File: src/rtl/seg_scan_ctrl_pkg.sv
// seg_scan_ctrl_pkg
// Shared definitions for the 4-digit 7-segment scan controller:
//   - FSM state encoding
//   - active-low gfedcba glyph constants (common-anode)
//   - display limits and the double-dabble step count
//   - helper functions for saturation and the add-3 correction
package seg_scan_ctrl_pkg;

  typedef enum logic [1:0] {
    IDLE   = 2'd0,
    CONV   = 2'd1,
    COMMIT = 2'd2
  } state_t;

  localparam logic [6:0] GLYPH_0     = 7'b1000000;
  localparam logic [6:0] GLYPH_1     = 7'b1111001;
  localparam logic [6:0] GLYPH_2     = 7'b0100100;
  localparam logic [6:0] GLYPH_3     = 7'b0110000;
  localparam logic [6:0] GLYPH_4     = 7'b0011001;
  localparam logic [6:0] GLYPH_5     = 7'b0010010;
  localparam logic [6:0] GLYPH_6     = 7'b0000010;
  localparam logic [6:0] GLYPH_7     = 7'b1111000;
  localparam logic [6:0] GLYPH_8     = 7'b0000000;
  localparam logic [6:0] GLYPH_9     = 7'b0010000;
  localparam logic [6:0] GLYPH_BLANK = 7'b1111111;

  localparam logic [13:0] MAX_DISPLAY = 14'd9999;
  localparam int          CONV_STEPS  = 14;

  function automatic logic [13:0] saturate(input logic [13:0] v);
    return (v > MAX_DISPLAY) ? MAX_DISPLAY : v;
  endfunction

  // Double-dabble correction: any BCD nibble >= 5 gets +3 so the
  // following left shift carries correctly into the next decade.
  function automatic logic [15:0] add3(input logic [15:0] b);
    logic [15:0] r;
    r = b;
    for (int i = 0; i < 4; i++) begin
      if (r[i*4 +: 4] >= 4'd5) r[i*4 +: 4] = r[i*4 +: 4] + 4'd3;
    end
    return r;
  endfunction

endpackage

File: src/rtl/seg_scan_ctrl_seg7_decoder.sv
// seg7_decoder
// Combinational BCD digit to 7-segment glyph, active-low gfedcba.
// Ports:
//   bcd   in  4  BCD digit (values above 9 decode to blank)
//   glyph out 7  segment pattern {g,f,e,d,c,b,a}, 0 = segment lit
module seg7_decoder
  import seg_scan_ctrl_pkg::*;
(
  input  logic [3:0] bcd,
  output logic [6:0] glyph
);

  always_comb begin
    glyph = GLYPH_BLANK;
    case (bcd)
      4'd0: glyph = GLYPH_0;
      4'd1: glyph = GLYPH_1;
      4'd2: glyph = GLYPH_2;
      4'd3: glyph = GLYPH_3;
      4'd4: glyph = GLYPH_4;
      4'd5: glyph = GLYPH_5;
      4'd6: glyph = GLYPH_6;
      4'd7: glyph = GLYPH_7;
      4'd8: glyph = GLYPH_8;
      4'd9: glyph = GLYPH_9;
      default: glyph = GLYPH_BLANK;
    endcase
  end

endmodule

File: src/rtl/seg_scan_ctrl.sv
// seg_scan_ctrl
// Loads a binary value (saturated to 9999), converts it to BCD with a
// sequential double-dabble, commits the digits to a display register and
// time-multiplexes them onto a shared segment bus.
// Ports:
//   clk      in  1   system clock
//   rst_n    in  1   synchronous active-low reset
//   load     in  1   request to display value (ignored while busy)
//   value    in  14  unsigned binary value
//   busy     out 1   conversion in progress
//   disp     out 7   segments {g,f,e,d,c,b,a}, active-low
//   seg_sel  out 4   digit select, one-hot active-low, bit0 = units
// Build option: define SEG_SCAN_LEADING_ZERO_BLANK_EN to blank leading zeros.
//
// state  | meaning
// IDLE   | waiting for load; display register holds last committed value
// CONV   | one double-dabble iteration per cycle, 14 in total
// COMMIT | copy BCD result into the display register
module seg_scan_ctrl
  import seg_scan_ctrl_pkg::*;
#(
  parameter int SCAN_DIV = 50000,
  parameter int SCAN_W   = 20
) (
  input  logic        clk,
  input  logic        rst_n,
  input  logic        load,
  input  logic [13:0] value,
  output logic        busy,
  output logic [6:0]  disp,
  output logic [3:0]  seg_sel
);

  localparam logic [SCAN_W-1:0] PRE_LAST = SCAN_W'(SCAN_DIV - 1);
  localparam logic [3:0]        CNT_LAST = 4'(CONV_STEPS - 1);

  state_t            state_q, state_d;
  logic [13:0]       bin_q;
  logic [15:0]       bcd_q;
  logic [3:0]        cnt_q;
  logic [15:0]       disp_reg_q;
  logic [1:0]        dig_idx_q;
  logic [SCAN_W-1:0] pre_q;
  logic [29:0]       shifted;
  logic [3:0]        cur_nib;
  logic [6:0]        dec_glyph;

  always_ff @(posedge clk) begin
    if (!rst_n) state_q <= IDLE;
    else        state_q <= state_d;
  end

  always_comb begin
    state_d = state_q;
    case (state_q)
      IDLE:    if (load) state_d = CONV;
      CONV:    if (cnt_q == CNT_LAST) state_d = COMMIT;
      COMMIT:  state_d = IDLE;
      default: state_d = IDLE;
    endcase
  end

  assign busy    = (state_q != IDLE);
  assign shifted = {add3(bcd_q), bin_q} << 1;

  always_ff @(posedge clk) begin
    if (!rst_n) begin
      bin_q      <= '0;
      bcd_q      <= '0;
      cnt_q      <= '0;
      disp_reg_q <= '0;
    end else begin
      case (state_q)
        IDLE: begin
          if (load) begin
            bin_q <= saturate(value);
            bcd_q <= '0;
            cnt_q <= '0;
          end
        end
        CONV: begin
          bcd_q <= shifted[29:14];
          bin_q <= shifted[13:0];
          cnt_q <= cnt_q + 4'd1;
        end
        COMMIT: disp_reg_q <= bcd_q;
        default: ;
      endcase
    end
  end

  // Scan prescaler and digit index; free-running, independent of the FSM.
  always_ff @(posedge clk) begin
    if (!rst_n) begin
      pre_q     <= '0;
      dig_idx_q <= '0;
    end else if (pre_q == PRE_LAST) begin
      pre_q     <= '0;
      dig_idx_q <= dig_idx_q + 2'd1;
    end else begin
      pre_q <= pre_q + 1'b1;
    end
  end

  always_comb begin
    seg_sel = 4'b1110;
    case (dig_idx_q)
      2'd0: seg_sel = 4'b1110;
      2'd1: seg_sel = 4'b1101;
      2'd2: seg_sel = 4'b1011;
      2'd3: seg_sel = 4'b0111;
      default: seg_sel = 4'b1110;
    endcase
  end

  assign cur_nib = disp_reg_q[dig_idx_q*4 +: 4];

  seg7_decoder u_dec (
    .bcd   (cur_nib),
    .glyph (dec_glyph)
  );

`ifdef SEG_SCAN_LEADING_ZERO_BLANK_EN
  // Blanking looks only at the committed display register so an in-flight
  // conversion never flickers the leading digits.
  logic [3:0] blank;
  always_comb begin
    blank    = 4'b0000;
    blank[3] = (disp_reg_q[15:12] == 4'd0);
    blank[2] = blank[3] && (disp_reg_q[11:8] == 4'd0);
    blank[1] = blank[2] && (disp_reg_q[7:4] == 4'd0);
  end
  assign disp = blank[dig_idx_q] ? GLYPH_BLANK : dec_glyph;
`else
  assign disp = dec_glyph;
`endif

endmodule

File: config.mk
export PLATFORM = sky130hd
export DESIGN_NAME = seg_scan_ctrl
export DESIGN_NICKNAME = d
export VERILOG_FILES = /design/src/rtl/seg_scan_ctrl_pkg.sv /design/src/rtl/seg_scan_ctrl_seg7_decoder.sv /design/src/rtl/seg_scan_ctrl.sv
export SDC_FILE = /design/constraint.sdc
export NUM_CORES = 1
export LEC_CHECK = 0
export CELL_PAD_IN_SITES_DETAIL_PLACEMENT = 1
export CELL_PAD_IN_SITES_GLOBAL_PLACEMENT = 1
export CORE_UTILIZATION = 50
export CTS_BUF_LIST = sky130_fd_sc_hd__clkbuf_8
export CTS_CLUSTER_DIAMETER = 40
export DETAILED_ROUTE_END_ITERATION = 10
export GPL_ROUTABILITY_DRIVEN = 0
export PLACE_DENSITY_LB_ADDON = 0.1
export SYNTH_ARGS = -nofsm -noshare
export SYNTH_HDL_FRONTEND = slang
export SYNTH_SLANG_ARGS = --single-unit
File: constraint.sdc
create_clock -name clk -period 4.27 [get_ports clk]
set_input_delay 0.6405 -clock clk [delete_from_list [all_inputs] [get_ports clk]]
set_output_delay 0.6405 -clock clk [all_outputs]
set_load 0.02 [all_outputs]
==> impl_metrics.toml <==
[worst_setup_path]
path_max_fanout = 9
worst_ep_required_time_ns = 3.63
rr_worst_depth = 6
cp-start-kind = "flop"
r2r-end = "pre_q[10]"
crit_path_end_kind = "primary output"
reg2reg_slack_ns = 1.99
cp.arrival_ns = 2.84
critical_path_class = "reg -> out"
slowest_delay_ns = 0.65
cpMaxStageDelayCell = "mux4_2"
crit_chain = "mux4_2 > inv_1 > ha_1 > a22oi_1 > clkdlybuf4s50_1"
reg2reg_from = "pre_q[0]"

[logic_synthesis]
synth_edf_count = 0
synth_nets = 475
synthArstFlopShare_pct = 0
synth.distinct_cells = 44
avgSynthCellArea_um2 = 8.61
ys_warn_count = 0
syn_inst = 438
netlist_area_um2 = 3770
synth-simple-area-share_pct = 23.0
synth_fa_ha_area_share_pct = 6.64
ys_seq_area_share_pct = 39.3
synth-compound-area-share_pct = 15.2
synth_top_family_by_area = "simple AND/OR/NAND/NOR gates"
synthMuxAreaShare_pct = 4.05
synth_seq_cells = 74
synth-main-ff-cell = "dfxtp_1"
synth_xor_area_share_pct = 5.81

[sta]
worst-slew-pin-transition_ns = 1.08
relSlewSlack_pct = 27.7
fmax_mhz = 287
post-route-period-util_pct = 81.6
setup_violations = 0
rsz0062_at_grt = "no"
slew_viol_final = 0
tns_ns = 0
hold_viol = 0
fin_skew_ns = 0.00868
period_minus_slack_ns = 3.48

[die]
die-area_um2 = 7890
ios = 29
fp-row-count = 31
die_w_um = 88.8
die_y_um = 88.8
coreArea_um2 = 7250
start_util_pct = 52.0

[clock_network]
hold_buffers = 0
cts_buffers = 9
cts_sinks = 74
cts_setup_buffers = 0
cts_root_buf = "clkbuf_8"
worstSkewPairLatency_ns = 0.34
cts_max_level = 3
clk_pin_slew_worst_paths_ns = 0.08
cts_tree = "yes"
cts_resized = 0
clk_path_buf_depth = 2

[routing]
drt_iter0_drc = 138
firstDrtPassIters = 6
totalWireLength_mm = 9.00
ant_nets = 0
via_per_inst = 5.54
wire_per_inst_um = 16.1
vias = 3096
drc = 0

[min_path]
hold_depth = 2
hold_end = "disp_reg_q[15]"
min-delay-start = "bcd_q[15]"
min_path_type = "reg -> reg"

[global_routing]
grt.overflow.total = 0
grt.total_usage_pct = 24.6
grt_pass1_vias = 3155
grt_max_degree = 59
grt_pass1_wl_mm = 14.8
antenna_found_initial = 0

[power_and_ir_drop]
leakagePower_nw = 1.59
peakVddDrop_mv = 0.181
p_per_area_nw_per_um2 = 328

[finish]
final_cell_mix = "dfxtp_1 (74), nand2_1 (51), nor2_1 (37), inv_1 (28), clkdlybuf4s50_1 (28)"
antenna_cells = 0
nets = 492
drive_gt1_share_pct = 6.52
layout_commonest_cell = "dfxtp_1"
final_cell_area_um2 = 4290
area_growth_pct = 13.7

[flow_run]
cap_violations = 0

[placement]
portBuffers = 28
placed_area_um2 = 4070
hpwl_mm = 6.15

[run_status]
status = "finished clean"
## synthesized netlist by cell type (6+ instances only)
cell type | count | share of area (%)
xor2_1 | 18 | 4.2
xnor2_1 | 7 | 1.6
a222oi_1 | 6 | 1.6
and2_1 | 6 | 1.0
a21boi_0 | 20 | 4.0
nor2_1 | 37 | 3.7
nand3_1 | 13 | 1.7
nand4_1 | 8 | 1.3
nor2b_1 | 20 | 3.3
nand2_1 | 51 | 5.1
nand3b_1 | 6 | 1.2
a21oi_1 | 18 | 2.4
o21ai_0 | 16 | 2.1
ha_1 | 20 | 6.6
o211ai_1 | 6 | 1.2
nand2b_1 | 7 | 1.2
nor3_1 | 9 | 1.2
dfxtp_1 | 74 | 39
buf_2 | 6 | 0.80
a22oi_1 | 12 | 2.4
clkbuf_1 | 15 | 1.5
inv_1 | 26 | 2.6
## state kept, by name (all words and copies together) (netlist names)
signal / count
bcd_q: 16
bin_q: 14
cnt_q: 4
dig_idx_q: 2
disp_reg_q: 16
pre_q: 20
state_q: 2
## worst max-delay path, delay by kind of cell (launching register included)
| kind | cells | cell delay (ns) |
|---|---|---|
| adders and majority gates | 1 | 0.28 |
| AOI/OAI and AO/OA | 1 | 0.18 |
| DFF | 1 | 0.57 |
| muxes | 1 | 0.65 |
| buffers and inverters | 2 | 0.82 |
## where the power goes
| group | switching, mW | internal (mW) | total [mW] |
|---|---|---|---|
| clock | 0.257 | 0.342 | 0.599 |
| sequential | 0.0133 | 0.704 | 0.717 |
| combinational | 0.0482 | 0.0405 | 0.0887 |
## layer usage
| layer | global-route usage (%) | part of all wire [%] | up-vias |
|---|---|---|---|
| li1 | - | - | 1532 |
| met1 | 29.7 | 45 | 1519 |
| met2 | 43.8 | 52 | 35 |
| met3 | 4.29 | 2.0 | 10 |
| met4 | 8.94 | 1.2 | 0 |
| met5 | 0 | 0 | - |
## metrics by stage
step	setup WS [ns]	hold WS [ns]	total power, mW	instances	utilization, %
after global routing	0.619	0.502	1.45	559	59.1
after detailed placement	1.16	0.469	0.821	543	56.1
after global placement	1.25	0.441	0.816	543	56.1
after CTS	0.773	0.480	1.42	559	59.1
final	0.787	0.479	1.41	559	59.1
after floorplan	1.70	0.426	0.787	438	-
## worst max path at each step
stage	slack, ns	startpoint	to	cells after the start
2_1_floorplan	1.70	dig_idx_q[0]	disp[1]	6
3_3_place_gp	1.25	dig_idx_q[0]	disp[3]	5
3_5_place_dp	1.16	dig_idx_q[0]	disp[3]	5
4_1_cts	0.77	dig_idx_q[0]	disp[3]	5
5_1_grt	0.62	dig_idx_q[0]	disp[3]	5
6_report	0.79	dig_idx_q[0]	disp[3]	5
## kinds of logic (layout without fill, tap and decap cells)
| group | count (synthesis) | in the layout |
|---|---|---|
| AND/OR/NAND/NOR | 171 | 171 |
| AO/OA/AOI/OAI | 86 | 86 |
| flip-flops | 74 | 74 |
| buffers and inverters | 51 | 73 |
| XOR/XNOR | 25 | 25 |
| adder cells (fa/ha/maj) | 20 | 20 |
| multiplexers | 11 | 11 |
## area by class of cell
cell class	instances	area [um^2]
repair buffers	30	295
inverters	27	101
clock buffers	10	138
clock inverters	6	81.3
multi-input cells	313	2060
fillers	868	2970
well taps	99	124
flip-flops and latches	74	1480
No activity file was read; power rests on OpenSTA's default activity.
